## config.mk

```make
export PLATFORM = sky130hd
export DESIGN_NAME = fb_port_arbiter
export DESIGN_NICKNAME = d
export VERILOG_FILES = /design/src/rtl/fb_pkg.sv /design/src/rtl/fb_port_arbiter_rr_arb3.sv /design/src/rtl/fb_port_arbiter.sv
export SDC_FILE = /design/constraint.sdc
export NUM_CORES = 1
export LEC_CHECK = 0
export ABC_AREA = 1
export CAP_MARGIN = 20
export CELL_PAD_IN_SITES_DETAIL_PLACEMENT = 1
export CELL_PAD_IN_SITES_GLOBAL_PLACEMENT = 2
export CORE_MARGIN = 4
export CORE_UTILIZATION = 23
export CTS_CLUSTER_DIAMETER = 200
export CTS_CLUSTER_SIZE = 12
export DETAILED_ROUTE_END_ITERATION = 10
export PLACE_DENSITY = 0.81
export SLEW_MARGIN = 20
export SYNTH_ARGS = -nofsm -noshare
export SYNTH_HDL_FRONTEND = slang
export SYNTH_SLANG_ARGS = --single-unit
```

## constraint.sdc

```tcl
create_clock -name clk -period 2.5 [get_ports clk]
set_clock_uncertainty 0.15 [all_clocks]
set_input_delay 0.625 -clock clk [delete_from_list [all_inputs] [get_ports clk]]
set_output_delay 0.625 -clock clk [all_outputs]
set_load 0.01 [all_outputs]
```

## src/rtl/fb_pkg.sv

```systemverilog
// Shared constants and types for the frame-buffer port arbiter.
package fb_pkg;

   localparam int unsigned FB_NUM_PIX = 76800;
   localparam int unsigned FB_ADDR_W  = 17;
   localparam int unsigned FB_PIX_W   = 12;

   typedef enum logic [1:0] {
      REQ_W  = 2'd0,
      REQ_R0 = 2'd1,
      REQ_R1 = 2'd2
   } req_id_t;

   typedef enum logic {
      ST_IDLE  = 1'b0,
      ST_CLEAR = 1'b1
   } clr_state_t;

endpackage

```

## src/rtl/fb_port_arbiter_rr_arb3.sv

```systemverilog
// Three-way round-robin arbiter (W, R0, R1) with an optional writer-priority override.
module rr_arb3
   import fb_pkg::*;
(
   input  logic       clk,
   input  logic       reset_n,
   input  logic       en_i,
   input  logic       prio_w_i,
   input  logic [2:0] req_i,
   output logic [2:0] gnt_o
);

   req_id_t    last_q;
   req_id_t    last_d;
   req_id_t    o0_s;
   req_id_t    o1_s;
   req_id_t    o2_s;
   logic [2:0] mask_s;

   // Search starts one past the last granted requester.
   always_comb begin
      gnt_o  = 3'b000;
      last_d = last_q;
      o0_s   = REQ_W;
      o1_s   = REQ_R0;
      o2_s   = REQ_R1;
      mask_s = prio_w_i ? {req_i[2:1], 1'b0} : req_i;
      case (last_q)
         REQ_W: begin
            o0_s = REQ_R0;
            o1_s = REQ_R1;
            o2_s = REQ_W;
         end
         REQ_R0: begin
            o0_s = REQ_R1;
            o1_s = REQ_W;
            o2_s = REQ_R0;
         end
         default: begin
            o0_s = REQ_W;
            o1_s = REQ_R0;
            o2_s = REQ_R1;
         end
      endcase
      if (!en_i) begin
         gnt_o = 3'b000;
      end else if (prio_w_i && req_i[0]) begin
         gnt_o = 3'b001;
      end else if (mask_s[o0_s]) begin
         gnt_o[o0_s] = 1'b1;
      end else if (mask_s[o1_s]) begin
         gnt_o[o1_s] = 1'b1;
      end else if (mask_s[o2_s]) begin
         gnt_o[o2_s] = 1'b1;
      end else begin
         gnt_o = 3'b000;
      end
      // Under writer priority the pointer only rotates between the readers.
      if (gnt_o[1]) begin
         last_d = REQ_R0;
      end else if (gnt_o[2]) begin
         last_d = REQ_R1;
      end else if (gnt_o[0] && !prio_w_i) begin
         last_d = REQ_W;
      end else begin
         last_d = last_q;
      end
   end

   // Pointer register; reset to R1 so the writer is first in line.
   always_ff @(posedge clk) begin
      if (!reset_n) begin
         last_q <= REQ_R1;
      end else begin
         last_q <= last_d;
      end
   end

endmodule

```

## src/rtl/fb_port_arbiter.sv

```systemverilog
// Frame BRAM port arbiter: round-robin W/R0/R1 access plus a frame-clear engine.
// Build option: define WRITE_PRIORITY_EN to give the writer absolute priority over the readers.
module fb_port_arbiter
   import fb_pkg::*;
#(
   parameter int unsigned NUM_PIX = FB_NUM_PIX,
   parameter int unsigned ADDR_W  = FB_ADDR_W,
   parameter int unsigned PIX_W   = FB_PIX_W
) (
   input  logic              clk,
   input  logic              reset_n,
   input  logic              wr_req,
   input  logic [ADDR_W-1:0] wr_addr,
   input  logic [PIX_W-1:0]  wr_data,
   input  logic              wr_last,
   output logic              wr_gnt,
   input  logic              rd0_req,
   input  logic [ADDR_W-1:0] rd0_addr,
   output logic              rd0_gnt,
   output logic              rd0_dvalid,
   output logic [PIX_W-1:0]  rd0_dout,
   input  logic              rd1_req,
   input  logic [ADDR_W-1:0] rd1_addr,
   output logic              rd1_gnt,
   output logic              rd1_dvalid,
   output logic [PIX_W-1:0]  rd1_dout,
   input  logic              clr_start,
   input  logic [PIX_W-1:0]  clr_value,
   output logic              clr_busy,
   output logic [7:0]        frame_count,
   output logic              addr_err,
   output logic              mem_wr,
   output logic [ADDR_W-1:0] mem_addr,
   output logic [PIX_W-1:0]  mem_din,
   input  logic [PIX_W-1:0]  mem_dout
);

   localparam logic [ADDR_W-1:0] NUM_PIX_A = ADDR_W'(NUM_PIX);
   localparam logic [ADDR_W-1:0] LAST_A    = ADDR_W'(NUM_PIX - 1);

   clr_state_t        state_q, state_d;
   logic [ADDR_W-1:0] cnt_q, cnt_d;
   logic [PIX_W-1:0]  val_q, val_d;
   logic [ADDR_W-1:0] addr_hold_q;
   logic [PIX_W-1:0]  din_hold_q;
   logic              rd0_dvalid_q, rd1_dvalid_q;
   logic              rd0_oor_q, rd1_oor_q;
   logic [7:0]        frame_q;
   logic              err_q;
   logic [2:0]        gnt_s;
   logic              arb_en_s;
   logic              prio_s;
   logic              wr_oor_s, rd0_oor_s, rd1_oor_s;

`ifdef WRITE_PRIORITY_EN
   assign prio_s = 1'b1;
`else
   assign prio_s = 1'b0;
`endif

   // A clear request in IDLE wins over any requester in the same cycle.
   assign arb_en_s  = (state_q == ST_IDLE) && !clr_start;
   assign wr_oor_s  = (wr_addr  >= NUM_PIX_A);
   assign rd0_oor_s = (rd0_addr >= NUM_PIX_A);
   assign rd1_oor_s = (rd1_addr >= NUM_PIX_A);

   rr_arb3 u_arb (
      .clk      (clk),
      .reset_n  (reset_n),
      .en_i     (arb_en_s),
      .prio_w_i (prio_s),
      .req_i    ({rd1_req, rd0_req, wr_req}),
      .gnt_o    (gnt_s)
   );

   assign wr_gnt      = gnt_s[0];
   assign rd0_gnt     = gnt_s[1];
   assign rd1_gnt     = gnt_s[2];
   assign clr_busy    = (state_q == ST_CLEAR);
   assign frame_count = frame_q;
   assign addr_err    = err_q;
   assign rd0_dvalid  = rd0_dvalid_q;
   assign rd1_dvalid  = rd1_dvalid_q;
   assign rd0_dout    = rd0_oor_q ? {PIX_W{1'b0}} : mem_dout;
   assign rd1_dout    = rd1_oor_q ? {PIX_W{1'b0}} : mem_dout;

   // Clear sequencer next state.
   always_comb begin
      state_d = state_q;
      cnt_d   = cnt_q;
      val_d   = val_q;
      case (state_q)
         ST_IDLE: begin
            if (clr_start) begin
               state_d = ST_CLEAR;
               cnt_d   = {ADDR_W{1'b0}};
               val_d   = clr_value;
            end else begin
               state_d = ST_IDLE;
            end
         end
         ST_CLEAR: begin
            if (cnt_q == LAST_A) begin
               state_d = ST_IDLE;
            end else begin
               cnt_d = cnt_q + {{(ADDR_W-1){1'b0}}, 1'b1};
            end
         end
         default: state_d = ST_IDLE;
      endcase
   end

   // BRAM port mux; idle cycles replay the last address/data.
   always_comb begin
      mem_wr   = 1'b0;
      mem_addr = addr_hold_q;
      mem_din  = din_hold_q;
      if (state_q == ST_CLEAR) begin
         mem_wr   = 1'b1;
         mem_addr = cnt_q;
         mem_din  = val_q;
      end else if (gnt_s[0]) begin
         mem_wr   = !wr_oor_s;
         mem_addr = wr_addr;
         mem_din  = wr_data;
      end else if (gnt_s[1]) begin
         mem_addr = rd0_addr;
      end else if (gnt_s[2]) begin
         mem_addr = rd1_addr;
      end else begin
         mem_wr = 1'b0;
      end
   end

   // State, hold registers, read-return pipeline and status.
   always_ff @(posedge clk) begin
      if (!reset_n) begin
         state_q      <= ST_IDLE;
         cnt_q        <= {ADDR_W{1'b0}};
         val_q        <= {PIX_W{1'b0}};
         addr_hold_q  <= {ADDR_W{1'b0}};
         din_hold_q   <= {PIX_W{1'b0}};
         rd0_dvalid_q <= 1'b0;
         rd1_dvalid_q <= 1'b0;
         rd0_oor_q    <= 1'b0;
         rd1_oor_q    <= 1'b0;
         frame_q      <= 8'd0;
         err_q        <= 1'b0;
      end else begin
         state_q      <= state_d;
         cnt_q        <= cnt_d;
         val_q        <= val_d;
         addr_hold_q  <= mem_addr;
         din_hold_q   <= mem_din;
         rd0_dvalid_q <= gnt_s[1];
         rd1_dvalid_q <= gnt_s[2];
         rd0_oor_q    <= rd0_oor_s;
         rd1_oor_q    <= rd1_oor_s;
         if (gnt_s[0] && wr_last) begin
            frame_q <= frame_q + 8'd1;
         end
         if ((gnt_s[0] && wr_oor_s) || (gnt_s[1] && rd0_oor_s) || (gnt_s[2] && rd1_oor_s)) begin
            err_q <= 1'b1;
         end
      end
   end

endmodule

```

==> Implementation_results.wiki <==
{| class="wikitable"
! Metric !! Value
|-
| Violations in the final reports || setup timing
|-
| Maximum achievable frequency || 0.3459 GHz
|-
| Fraction of the mapped netlist area in compound gates || 0.1434
|-
| Count of standard-cell rows || 51
|-
| Min-Delay Path Depth || 2
|-
| Data arrival time of the critical path || 2.12 ns
|-
| Iteration count of the initial detailed-routing pass || 4
|-
| Req. time, crit path || between 1.5 and 2 ns
|-
| List of cells traversed by the critical path || nor2_4, nand2_1, nand2_1, nand3_2, nand2_4, nand2_8, buf_12, buf_16, nand2_1, inv_1, nand2_2, nand2_2, nand2_4, buf_6
|-
| Count of synthesis-stage warnings from yosys || 0
|-
| Area overhead of the layout relative to synthesis || 88.92%
|-
| Number of antenna violations at the first check in global routing || 4
|-
| Port Buf Inserts || 162
|-
| Gpl congestion || 0.8052
|-
| Library cell occupying the most area in the post-synthesis netlist || sky130_fd_sc_hd__dfxtp_1
|-
| Height of the die || approximately 150 microns
|-
| Critical path type || flip-flop to output port
|-
| Wire length of the first global-routing pass || approximately 35000 microns
|-
| Ranking of synthesized cells by area || sky130_fd_sc_hd__dfxtp_1 (32%), sky130_fd_sc_hd__nand2_1 (16%), sky130_fd_sc_hd__inv_1 (9.8%), sky130_fd_sc_hd__nor2_1 (6.8%), sky130_fd_sc_hd__nand3_1 (6.5%)
|-
| Non-filler instance count after layout || 1318
|-
| Synthesized netlist cell count || roughly 750
|-
| Total Nets Final || ~1100
|-
| Initial DRC Count || ~210
|-
| Area enclosed by the die boundary || about 23000 sq um
|-
| Library cells used by synthesis || 39
|-
| Drc violations || 0
|-
| Final Cell Area || 8788 sq um
|-
| Area of the multi-input gates || ~3200 sq um
|-
| Worst setup slack before clock tree synthesis || -1.085 ns
|-
| Slew of the pin with the lowest slew margin || about 0.47 ns
|-
| CP max stage delay || approximately 0.37 ns
|-
| Top Family by Delay on Critical Path || simple AND/OR/NAND/NOR gates
|-
| RSZ-0062 raised after global routing || yes
|-
| Worst reg2reg endpoint || addr_hold_q[16]$_SDFF_PN0_
|-
| Xor-xnor portion of the synthesized cell area || 0.01318
|-
| Path class of the lowest-slack min-delay path || flip-flop to flip-flop
|-
| Post-route setup slack || -0.3914 ns
|-
| Count of pins on the block boundary || about 160
|-
| Number of filler instances in the final layout || between 2000 and 2500
|-
| Area fraction of the dominant cell type after synthesis || 0.3185
|-
| Num CTS Buffers || 9
|-
| Sequential fraction of the synthesis area || 0.3185
|-
| Summed instance area of the synthesized netlist || between 4000 and 5000 sq um
|-
| Number of max-cap violations || 0
|-
| DRT antenna net count || 0
|-
| Clock edge transition at the registers on the reported setup and hold paths || 0.07 ns
|-
| Vias after detailed routing || around 6000
|-
| Largest net degree at the start of global routing || 31
|-
| Remaining Overflow, GRT || 0
|-
| Synth Area in Adders || 0.005379
|-
| Total of endpoints with negative setup slack in the final report || 35
|-
| Hold Violations, Final || 0
|-
| Vias in the first global route || approximately 6500
|-
| Average routed wire per standard cell || around 17 microns
|-
| Worst-case clock buffer depth || 2
|-
| Tmin final || 2.891 ns
|-
| IR drop worst, VDD || 313.4 uV
|-
| Clock tree from TritonCTS || done
|-
| Core area || slightly below 20000 sq um
|-
| CP dominant cell by count || sky130_fd_sc_hd__nand2_1
|-
| Crit-path slowest cell || sky130_fd_sc_hd__dfxtp_4
|-
| Share of the clock period used by the worst path || 1.157
|-
| Share of post-route cells with drive strength above 1 || 0.3746
|-
| Seq cells post-synth || 74
|-
| Sequential standard cell area || 1490 sq um
|-
| Result of the run || finished, violations left
|-
| Leakage Power || ~4.0 nW
|-
| Fraction of synthesized area in multiplexers || 0
|-
| Pins Over Slew Limit || 0
|-
| Final standard cell utilization of the core || 0.4472
|-
| Post-DR vias/cell || approximately 4.6
|-
| Wire length reported by the detailed router || 22860 microns
|-
| Main combinational cell family by area after synthesis || simple AND/OR/NAND/NOR gates
|-
| Root Driver || sky130_fd_sc_hd__clkbuf_16
|-
| Synthesized net count || 847
|-
| Clock latency on the worst-skew pair || about 0.35 ns
|-
| Overall track demand over capacity in global routing || 0.1997
|-
| Setup crit end kind || output port
|-
| Hold Crit Start || val_q[1]$_SDFFE_PN0P_
|-
| Placed standard-cell area || 7078 sq um
|-
| Post-detailed-placement half-perimeter wirelength || 14500 microns
|-
| Number of H-tree levels || 3
|-
| PD cells || approximately 540 nW/um^2
|-
| Hold Crit Endpoint || val_q[1]$_SDFFE_PN0P_
|-
| Number of placed cells counting well taps || ~1200
|-
| Number of sinks handled by clock tree synthesis || between 70 and 80
|-
| Fraction of the mapped netlist area in simple logic gates || 0.3714
|-
| Initial Util || 0.2367
|-
| CP startpoint kind || flip-flop
|-
| # hold bufs at CTS || 0
|-
| Worst max-slew margin expressed relative to the limit || 0.6888
|-
| Worst reg2reg path depth || 21
|-
| Launch point of the worst reg-to-reg path || u_arb.last_q[1]$_SDFFE_PN1P_
|-
| Mapped Avg Cell Area || about 6.2 sq um
|-
| DIE WIDTH || around 150 microns
|-
| R2r setup slk || -0.34 ns
|-
| Number of buffer and inverter stages on the critical path || 4
|-
| Critical Path Fanout Max || 6
|}
[metal layers]
| metal | global-route usage | share of wire | wire, microns |
|---|---|---|---|
| met1 | 0.2305 | 0.40 | 9229 |
| met5 | 0 | 0 | 0 |
| met4 | 0.08783 | 0.034 | 771 |
| met2 | 0.3591 | 0.52 | 11980 |
| met3 | 0.03672 | 0.039 | 881 |
[layout make-up]
cell class              instances  area share
flip-flops and latches         74      0.1696
inverters                     128     0.05638
diodes                          4    0.001139
well taps                     265     0.03773
repair buffers                311      0.3388
clock buffers                  11     0.02762
clock inverters                 5    0.004556
multi-input cells             520      0.3642
[state kept, by name (all words and copies together) (netlist names)]
register / cells
addr_err: 1
addr_hold_q: 17
clr_busy: 1
cnt_q: 17
din_hold_q: 12
frame_count: 8
rd0_dvalid: 1
rd0_oor_q: 1
rd1_dvalid: 1
rd1_oor_q: 1
u_arb.last_q: 2
val_q: 12
[cells in the mapped netlist, drive strengths merged]
master,n
clkbuf,16
a21oi,63
nor2,88
o21bai,1
o21ai,47
clkinv,1
a31o,1
o21a,3
a31oi,2
nand3b,1
inv,127
dfxtp,74
nand2,206
nor3,9
nand4,11
nor3b,1
nand3,70
a211oi,2
xnor2,4
buf,18
ha,2
a21o,1
xor2,3
[timing repair]
action | in CTS | in global routing
buffers inserted | 67 | 12
pin swaps | 54 | 43
gates cloned | 13 | 1
resized for setup | 346 | 88
setup endpoints to repair | 57 | 37
endpoints found under the hold margin | 0 | 0
[placed cells by master, fill, tap and decap left out, types with 10 or more instances in the layout]
cell,count
sky130_fd_sc_hd__dlygate4sd2_1,25
sky130_fd_sc_hd__clkbuf_16,10
sky130_fd_sc_hd__nand2_1,124
sky130_fd_sc_hd__buf_2,15
sky130_fd_sc_hd__dfxtp_1,71
sky130_fd_sc_hd__buf_4,116
sky130_fd_sc_hd__nand4_1,11
sky130_fd_sc_hd__inv_1,107
sky130_fd_sc_hd__a21oi_2,19
sky130_fd_sc_hd__nand3_2,23
sky130_fd_sc_hd__inv_2,17
sky130_fd_sc_hd__nor2_1,83
sky130_fd_sc_hd__a21oi_1,39
sky130_fd_sc_hd__o21ai_0,17
sky130_fd_sc_hd__nand2_4,16
sky130_fd_sc_hd__o21ai_2,14
sky130_fd_sc_hd__clkdlybuf4s50_1,101
sky130_fd_sc_hd__buf_12,10
sky130_fd_sc_hd__buf_6,35
sky130_fd_sc_hd__o21ai_4,10
sky130_fd_sc_hd__nand3_1,42
sky130_fd_sc_hd__nand2_2,65
[metrics by stage]
| stage | setup TNS, ns | total power, mW | hold slack [ns] |
|---|---|---|---|
| 2_1_floorplan | 0 | 1.980 | 0.3049 |
| 3_3_place_gp | -33.59 | 2.734 | 0.3150 |
| 3_5_place_dp | -35.26 | 2.749 | 0.3212 |
| 4_1_cts | -9.008 | 4.544 | 0.3373 |
| 5_1_grt | -13.41 | 4.965 | 0.3738 |
| 6_report | -10.13 | 4.723 | 0.3321 |
[worst min-delay path, cell delays in order (launching register included)]
cell	delay [ns]
sky130_fd_sc_hd__dfxtp_1	0.32
sky130_fd_sc_hd__nor2_1	0.05
sky130_fd_sc_hd__nor2_1	0.08
[worst max path at each step]
stage / endpoint / cells past startpoint / start / slack [ns]
5_1_grt: mem_addr[15] / 14 / u_arb.last_q[1]$_SDFFE_PN1P_ / -0.50
3_5_place_dp: mem_addr[15] / 12 / rd1_req / -1.08
3_3_place_gp: mem_addr[15] / 12 / wr_req / -1.07
4_1_cts: mem_addr[16] / 13 / u_arb.last_q[0]$_SDFFE_PN0P_ / -0.32
2_1_floorplan: mem_addr[10] / 11 / rd1_req / 0.15
6_report: mem_addr[15] / 14 / u_arb.last_q[1]$_SDFFE_PN1P_ / -0.39
[power breakdown]
group | switching [mW] | internal, mW
Combinational | 1.06 | 1.08
Sequential | 0.0489 | 1.26
Clock | 0.566 | 0.704
Total | 1.67 | 3.05
[logic make-up (layout without fill, tap and decap cells)]
family	after synthesis	after routing
and+or+nand+nor	386	391
buffers and inverters	162	455
AOI/OAI and AO/OA	120	120
DFF	74	74
xor gates and xnor gates	7	7
adders and majority gates	2	2
other	0	4
No activity file was read; power rests on OpenSTA's default activity.
